$ cat src/rtl/portal_channel_mux.sv
// Host-portal channel multiplexer: one host request/indication port fanned out
// to NREQ request FIFOs and NIND indication FIFOs owned by this block, plus a
// registered interrupt channel and a saturating drop counter.

// Single circular-buffer FIFO shared by every request and indication channel.
module portalChannelFifo #(
    parameter int WIDTH = 32,
    parameter int DEPTH = 8
) (
    input  logic             CLK,
    input  logic             RST_N,
    input  logic [WIDTH-1:0] enqData,
    input  logic             enq,
    input  logic             deq,
    output logic [WIDTH-1:0] first,
    output logic             notEmpty,
    output logic             notFull
);
    localparam int AW = $clog2(DEPTH);
    localparam logic [AW:0] FULL = (AW+1)'(DEPTH);

    logic [WIDTH-1:0] mem [DEPTH];
    logic [AW-1:0]    rdPtr, wrPtr;
    logic [AW:0]      count;
    logic             doEnq, doDeq;

    // Full/empty come from the registered count only, so a push into a full
    // FIFO is refused even when a pop lands in the same cycle.
    assign notFull  = (count != FULL);
    assign notEmpty = (count != '0);
    assign doEnq    = enq && notFull;
    assign doDeq    = deq && notEmpty;
    assign first    = mem[rdPtr];

    // Storage is not reset; only pointers and count are.
    always_ff @(posedge CLK) begin
        if (doEnq) mem[wrPtr] <= enqData;
    end

    // Pointer/count bookkeeping; pointers wrap naturally since DEPTH is 2^AW.
    always_ff @(posedge CLK or negedge RST_N) begin
        if (!RST_N) begin
            rdPtr <= '0;
            wrPtr <= '0;
            count <= '0;
        end else begin
            if (doEnq) wrPtr <= wrPtr + 1'b1;
            if (doDeq) rdPtr <= rdPtr + 1'b1;
            case ({doEnq, doDeq})
                2'b10:   count <= count + 1'b1;
                2'b01:   count <= count - 1'b1;
                default: count <= count;
            endcase
        end
    end
endmodule

module portal_channel_mux #(
    parameter int WIDTH = 32,
    parameter int NREQ  = 3,
    parameter int NIND  = 2,
    parameter int DEPTH = 8,
    parameter int SELW  = 2
) (
    input  logic                  CLK,
    input  logic                  RST_N,
    // host request side
    input  logic [WIDTH-1:0]      request_v,
    input  logic                  EN_request,
    input  logic [SELW-1:0]       select_request,
    output logic                  RDY_request,
    output logic                  request_not_full,
    // host indication side
    output logic [WIDTH-1:0]      indication_data,
    input  logic                  EN_indication,
    input  logic [SELW-1:0]       select_indication,
    output logic                  RDY_indication,
    output logic                  indication_not_empty,
    // interrupt / status
    input  logic [NIND-1:0]       ind_intr_mask,
    output logic [31:0]           ind_intr_channel,
    output logic [15:0]           drop_count,
    // user request side
    output logic [NREQ*WIDTH-1:0] req_first,
    output logic [NREQ-1:0]       req_valid,
    input  logic [NREQ-1:0]       req_deq,
    // user indication side
    input  logic [NIND*WIDTH-1:0] ind_enq_v,
    input  logic [NIND-1:0]       ind_enq,
    output logic [NIND-1:0]       ind_not_full
);
    logic [NREQ-1:0][WIDTH-1:0] reqFirst;
    logic [NREQ-1:0]            reqNotEmpty, reqNotFull, reqEnq;
    logic [NIND-1:0][WIDTH-1:0] indFirst;
    logic [NIND-1:0]            indNotEmpty, indNotFull, indDeq;

    logic             reqSelHit, reqSelNotFull, reqDrop;
    logic             indSelNotEmpty, indDrop;
    logic [WIDTH-1:0] indSelData;
    logic [15:0]      dropCount;
    logic [31:0]      intrChannel, intrNext;

    // Request FIFOs: host pushes, user pops.
    for (genvar i = 0; i < NREQ; i++) begin : gReq
        portalChannelFifo #(.WIDTH(WIDTH), .DEPTH(DEPTH)) uFifo (
            .CLK      (CLK),
            .RST_N    (RST_N),
            .enqData  (request_v),
            .enq      (reqEnq[i]),
            .deq      (req_deq[i]),
            .first    (reqFirst[i]),
            .notEmpty (reqNotEmpty[i]),
            .notFull  (reqNotFull[i])
        );
    end

    // Indication FIFOs: user pushes, host pops.
    for (genvar i = 0; i < NIND; i++) begin : gInd
        portalChannelFifo #(.WIDTH(WIDTH), .DEPTH(DEPTH)) uFifo (
            .CLK      (CLK),
            .RST_N    (RST_N),
            .enqData  (ind_enq_v[i*WIDTH +: WIDTH]),
            .enq      (ind_enq[i]),
            .deq      (indDeq[i]),
            .first    (indFirst[i]),
            .notEmpty (indNotEmpty[i]),
            .notFull  (indNotFull[i])
        );
    end

    // Packed [NREQ-1:0][WIDTH-1:0] already places channel i at [i*WIDTH +: WIDTH].
    assign req_first    = reqFirst;
    assign req_valid    = reqNotEmpty;
    assign ind_not_full = indNotFull;

    // Decode the host request select; an index past NREQ is a sink that never fills.
    always_comb begin
        reqSelHit     = 1'b0;
        reqSelNotFull = 1'b0;
        reqEnq        = '0;
        for (int i = 0; i < NREQ; i++) begin
            if (select_request == SELW'(i)) begin
                reqSelHit     = 1'b1;
                reqSelNotFull = reqNotFull[i];
                reqEnq[i]     = EN_request;
            end
        end
    end

    assign RDY_request      = reqSelHit ? reqSelNotFull : 1'b1;
    assign request_not_full = reqSelHit && reqSelNotFull;
    assign reqDrop          = EN_request && !(reqSelHit && reqSelNotFull);

    // Decode the host indication select; out-of-range reads return zero, never ready.
    always_comb begin
        indSelNotEmpty = 1'b0;
        indSelData     = '0;
        indDeq         = '0;
        for (int i = 0; i < NIND; i++) begin
            if (select_indication == SELW'(i)) begin
                indSelNotEmpty = indNotEmpty[i];
                indSelData     = indFirst[i];
                indDeq[i]      = EN_indication;
            end
        end
    end

    assign indication_data      = indSelData;
    assign RDY_indication       = indSelNotEmpty;
    assign indication_not_empty = indSelNotEmpty;
    assign indDrop              = EN_indication && !indSelNotEmpty;

    // Count rejected host operations, at most one per cycle even if both sides drop.
    always_ff @(posedge CLK or negedge RST_N) begin
        if (!RST_N)
            dropCount <= '0;
        else if ((reqDrop || indDrop) && (dropCount != 16'hFFFF))
            dropCount <= dropCount + 16'd1;
    end

    assign drop_count = dropCount;

    // Lowest pending unmasked indication channel, reported 1-based; 0 means none.
    always_comb begin
        intrNext = '0;
        for (int i = NIND - 1; i >= 0; i--) begin
            if (indNotEmpty[i] && ind_intr_mask[i]) intrNext = 32'(i + 1);
        end
    end

    // Interrupt channel is registered so it is glitch-free toward the host.
    always_ff @(posedge CLK or negedge RST_N) begin
        if (!RST_N) intrChannel <= '0;
        else        intrChannel <= intrNext;
    end

    assign ind_intr_channel = intrChannel;
endmodule

$ cat config.mk
export PLATFORM = sky130hd
export DESIGN_NAME = portal_channel_mux
export DESIGN_NICKNAME = d
export VERILOG_FILES = /design/src/rtl/portal_channel_mux.sv
export SDC_FILE = /design/constraint.sdc
export NUM_CORES = 2
export LEC_CHECK = 0
export ABC_AREA = 1
export CAP_MARGIN = 20
export CORE_MARGIN = 2
export CORE_UTILIZATION = 54
export DETAILED_ROUTE_END_ITERATION = 7
export PLACE_DENSITY = 0.76
export SETUP_SLACK_MARGIN = 0.4
export SYNTH_ARGS = -nofsm -noshare
export SYNTH_HDL_FRONTEND = slang
export SYNTH_SLANG_ARGS = --single-unit
export TNS_END_PERCENT = 1
$ cat constraint.sdc
create_clock -name CLK -period 3.8 [get_ports CLK]
set_input_delay 1.14 -clock CLK [delete_from_list [all_inputs] [get_ports CLK]]
set_output_delay 1.14 -clock CLK [all_outputs]
set_load 0.02 [all_outputs]
# Word level (Yosys, flattened, before mapping)
# Memories as Yosys holds them, arrays and structs flattened.
# Cells that the tools add are included.
# W data, S select, Z words.
[op_classes] muxes=33 reduce_logical=31 n_addsub=21 eq_ne=19
[op_table] op="$mux W32" count=3
[op_table] op="$pmux W4 S2" count=5
[op_table] op="$add A3 B1 Y3 const B" count=10
[op_table] op="$mux W1" count=24
[op_table] op="$add A4 B1 Y4 const B" count=5
[op_table] op="$ne A4 B4 Y1 const B" count=5
[op_table] op="$reduce_bool A4 Y1" count=5
[op_table] op="$sub A4 B1 Y4 const B" count=5
[op_table] op="$add A16 B1 Y16 const B" count=1
[op_table] op="$logic_and A1 B1 Y1" count=16
[op_table] op="$ne A16 B16 Y1 const B" count=1
[op_table] op="$eq A2 B1 Y1 const B" count=7
[op_table] op="$eq A2 B2 Y1 const B" count=6
[op_table] op="$reduce_bool A2 Y1" count=5
[op_table] op="$logic_not A2 Y1" count=2
[op_table] op="$logic_not A1 Y1" count=2
[op_table] op="$mux W2" count=1
[op_table] op="$logic_or A1 B1 Y1" count=1
[totals] mem_count=5 elab_cells=126 ff_bits=98 input_bits=111 output_inout_bits=185 ramBits=1280
[memory_table] memory="gInd[0].uFifo.mem" depth=8 width=32 rd=1 rd_clocked_by_memory_dff=0 wr=1 line_no="22" text="logic [WIDTH-1:0] mem [DEPTH];"
[memory_table] memory="gInd[1].uFifo.mem" depth=8 width=32 rd=1 rd_clocked_by_memory_dff=0 wr=1 line_no="22"
[memory_table] memory="gReq[0].uFifo.mem" depth=8 width=32 rd=1 rd_clocked_by_memory_dff=0 wr=1 line_no="22"
[memory_table] memory="gReq[1].uFifo.mem" depth=8 width=32 rd=1 rd_clocked_by_memory_dff=0 wr=1 line_no="22"
[memory_table] memory="gReq[2].uFifo.mem" depth=8 width=32 rd=1 rd_clocked_by_memory_dff=0 wr=1 line_no="22"

# Depth between registers and ports, before layout
[depth] word_depth=9 ltp_mapped=12 depth_no_buf=11

# Modules after synthesis
# A second synthesis with hierarchy kept.
[hier_totals] hier_cells=6185 area_unflattened_um2=59923.7
[modules_own_cells] module="portalChannelFifo" area_per_inst_um2=11632.4 cells_each=1187 seq_area_each_um2=7937.6 n_inst=5
[modules_own_cells] module="portal_channel_mux" area_per_inst_um2=1761.7 cells_each=250 seq_area_each_um2=450.4 n_inst=1

# Least setup slack after synthesis
# OpenSTA, ideal clock, no wires.
[synth_path] path_kind="input -> register" from="in select_request[1]" to="mem gReq[0].uFifo.mem[2][0], enable pin" path_slack_ns=-0.641 required_ns=3.339 n_path_buf=0 setup_time_ns=0.461 arrival_time_ns=3.980 path_stages=6 cell_sequence="nor2_1 nand2_1 nor2_2 inv_2 or2_1 nor3_1"
[synth_via] elab_chain_cells=5
[synth_lines] item="start: declaration" line_no="70" text="input logic [SELW-1:0] select_request,"
[synth_lines] item="$logic_not A2 Y1" line_no="142" text="if (select_request == SELW'(i)) begin"
[synth_lines] item="$mux W1" line_no="142"
[synth_lines] item="$logic_and A1 B1 Y1" line_no="31" text="assign doEnq = enq && notFull;"
[synth_lines] item="$mux W1" line_no="37" text="if (doEnq) mem[wrPtr] <= enqData;"
[synth_lines] item="$mux W1 (implied by the code)" line_no="37"
[synth_lines] item="end: declaration" line_no="22"
# No other way between the ends.

# Final worst setup path
[layout_path] from="reg gInd[0].uFifo.rdPtr[0]" to="out indication_data[21]"
[layout_via] elab_chain_cells=3
[layout_lines] item="start: declaration" line_no="23" text="logic [AW-1:0] rdPtr, wrPtr;"
[layout_lines] item="start signal: assignment" line_no="48" text="if (doDeq) rdPtr <= rdPtr + 1'b1;"
[layout_lines] item="$mem_v2 Z8 W32"
[layout_lines] item="$mux W32 (2 in a row)" line_no="160" text="if (select_indication == SELW'(i)) begin"
[layout_lines] item="end: declaration" line_no="74" text="output logic [WIDTH-1:0] indication_data,"
# No other way between the ends.

==> impl_metrics.toml <==
[die]
start_util = 0.546
ios = 296
die_h_um = 320
coreArea_sq_um = 98700
std_cell_rows = 115
die-area_sq_um = 102000
dieWidth_um = 320

[timing]
final.setup.tns_ns = 0
final_hold_viol_count = 0
slew_viol_final = 0
setup_viol_count_final = 0
period_needed_ns = 3.79
max_slew_margin = 0.267
grt_setup_unrepaired = "yes"
finalCritPeriodShare = 0.997
final.setup_skew_ns = 0.0255
worst_slew_pin_slew_ns = 1.10
timing.final.ws_setup_ns = 0.0104
max_freq_mhz = 264

[power]
p_comb_frac = 0.396
peakVddDrop_uv = 676
power.share.clock = 0.245
leakagePower_nw = 22.6
pwr_density_cell_nw_per_um2 = 792
netSwitchingPower_w = 0.0195
power_frac_seq = 0.359
finalPower_w = 0.0516
switching_share = 0.378
p_int_w = 0.0321

[setup_path]
worstSetupEndpoint = "indication_data[21]"
worstReg2RegEnd = "gReq[2].uFifo.count[3]$_DFFE_PN0P_"
crit_fanout = 16
cp.required_ns = 2.66
reg2reg_slack_ns = 1.19
worstSetupStartpoint = "gInd[0].uFifo.rdPtr[0]$_DFFE_PN0P_"
start_kind = "register"
r2r_cells = 10
crit_arrival_ns = 2.65
worstSetupPathType = "reg2out"
r2r-start = "gReq[2].uFifo.count[1]$_DFFE_PN0P_"
crit_path_end_kind = "output pin"

[layout]
final_common_cell = "edfxtp_1"
final_nets = 4752
area_growth_syn_to_layout_pct = 20.9
drive_gt1_frac = 0.138
mostFrequentLayoutCells = "1,280 x edfxtp_1, 961 x nor2_1, 458 x nand2_1, 390 x o21ai_0, 185 x o32ai_1"
nFillCells = 6652

[synthesis]
yosysWarnings = 0
synth-edff-count = 1280
synthCells = 4196
syn_avg_cell_area_sq_um = 12.8
synthesis.area_sq_um = 53900
ys_seq_area_frac = 0.744
synth_top_cell_by_area = "edfxtp_1"
ys_ff_latch = 1348
synth.distinct_cells = 36
async_flop_share = 0.0504
synth_top_area_frac = 0.713
synth_area_leaders = "edfxtp_1 71%, nor2_1 7.1%, o21ai_0 3.9%, nand2_1 3.3%, dfrtp_1 3.2%"
synth_ff_type = "edfxtp_1"

[detailed_routing]
route.detailed.drc = 0
drt_iter0_drc = 4168
viasPerCell = 6.03
wl_per_cell_um = 24.4
vias = 36200
wl_mm = 146
ant_nets = 0
drt_first_pass_iters = 6

[global_routing]
grt_max_degree = 69
track_usage = 0.280
antenna_found_initial = 11
grt_pass1_vias = 34800
grt_overflow = 0
grt_pass1_wl_mm = 215

[clock_tree]
clockRootBuffer = "clkbuf_16"
cts_made_buffers = 137
h-tree-depth = 4
cts_hold_buf = 0
clock-sinks = 1348
path_clk_slew_ns = 0.06
clock_latency_ns = 0.74
cts_tree = "yes"
cts_buffer_depth = 3

[status]
status = "finished, final reports clean"

[placement]
hpwl_mm = 81.7
io_buffers = 265
post-place-ws_ns = -0.325
place.gp.congestion = 1.00

[hold_path]
hp-class = "in2async"

[job]
maxCapViolCount = 0
worst max-delay path, cell delays in order, from the launching register on:
cell      delay [ns]
dfrtp_4         0.54
clkinv_8        0.09
buf_12          0.14
buf_12          0.15
nor2_1          0.08
o211ai_1        0.33
buf_4           0.22
nand3_2         0.08
nand2_2         0.13
buf_6           0.13
power groups by stage:
stage          Clock [W]  Combinational, W  Sequential [W]
2_1_floorplan          0            0.0106          0.0185
3_3_place_gp           0            0.0180          0.0188
3_5_place_dp           0            0.0183          0.0189
4_1_cts           0.0127            0.0197          0.0185
5_1_grt           0.0133            0.0217          0.0187
6_report          0.0126            0.0204          0.0186
routing by layer:
layer  track usage  vias to the layer above  part of all wire
li1              -                    16000                 -
met1         0.356                    17700              0.36
met2         0.455                     2110              0.48
met3        0.0614                      371              0.10
met4         0.146                       18             0.052
met5             0                        -           0.00085
synth_stat cells, drive strengths merged (8+ instances only):
cell type and count:
buf 150, inv 59, nand2 474, xor2 34, nor2 1023, ha 26
a21oi 8, o21ai 467, edfxtp 1280, clkbuf 139, o211ai 128, dfrtp 68
o32ai 192, nand3 106, xnor2 14
worst min path at each step:
stage	end	slack (ns)	cells past startpoint	start
after floorplan	gReq[0].uFifo.count[0]$_DFFE_PN0P_	0.47	1	gReq[0].uFifo.count[0]$_DFFE_PN0P_
after global placement	gReq[0].uFifo.count[0]$_DFFE_PN0P_	0.50	1	gReq[0].uFifo.count[0]$_DFFE_PN0P_
after detailed placement	drop_count[15]$_DFFE_PN0P_	0.51	2	drop_count[15]$_DFFE_PN0P_
after CTS	gReq[0].uFifo.rdPtr[2]$_DFFE_PN0P_	0.41	1	RST_N
after global routing	gReq[0].uFifo.rdPtr[2]$_DFFE_PN0P_	0.46	1	RST_N
final	gReq[0].uFifo.rdPtr[2]$_DFFE_PN0P_	0.43	1	RST_N
area by class of cell:
type | count | area, sq um | share of cell area
Sequential cell | 1348 | 40200 | 0.616
Multi-Input combinational cell | 2526 | 12800 | 0.196
Timing Repair Buffer | 539 | 6160 | 0.0944
Clock buffer | 182 | 3630 | 0.0556
Tap cell | 1287 | 1610 | 0.0247
Clock inverter | 66 | 536 | 0.00821
Inverter | 62 | 292 | 0.00447
Antenna cell | 2 | 5.00 | 0.0000768
flip-flops by register name (all words and copies together) (netlist names):
register and cells:
gReq.uFifo.count 12, gInd.uFifo.rdPtr 6, gInd.uFifo.mem 512, gInd.uFifo.wrPtr 6, drop_count 16, gReq.uFifo.wrPtr 9
ind_intr_channel 2, gReq.uFifo.rdPtr 9, gInd.uFifo.count 8, gReq.uFifo.mem 768
logic make-up after synthesis:
group | count (synthesis) | synth area share
buffers and inverters | 351 | 0.0301
flip-flops | 1348 | 0.744
multiplexers | 1 | 0.000209
adder cells (fa/ha/maj) | 27 | 0.00641
other | 1 | 0.0000696
AO/OA/AOI/OAI | 797 | 0.0934
XOR/XNOR | 48 | 0.00780
AND/OR/NAND/NOR | 1623 | 0.118
timing repair:
| action | 4_1_cts | 5_1_grt |
|---|---|---|
| gates resized for setup | 360 | 80 |
| setup buffers | 25 | 7 |
| endpoints found under the setup margin | 133 | 133 |
| gates cloned | 20 | 6 |
| pin swaps | 38 | 14 |
through the flow:
stage / area [sq um] / utilization / hold WS (ns) / cells
4_1_cts: 64900 / 0.658 / 0.411 / 5997
5_1_grt: 65200 / 0.661 / 0.456 / 6012
3_5_place_dp: 59700 / 0.604 / 0.515 / 5704
6_report: 65200 / 0.661 / 0.430 / 6012
3_3_place_gp: 59700 / 0.604 / 0.503 / 5704
2_1_floorplan: 54000 / - / 0.468 / 4225
No activity file was read; power rests on OpenSTA's default activity.
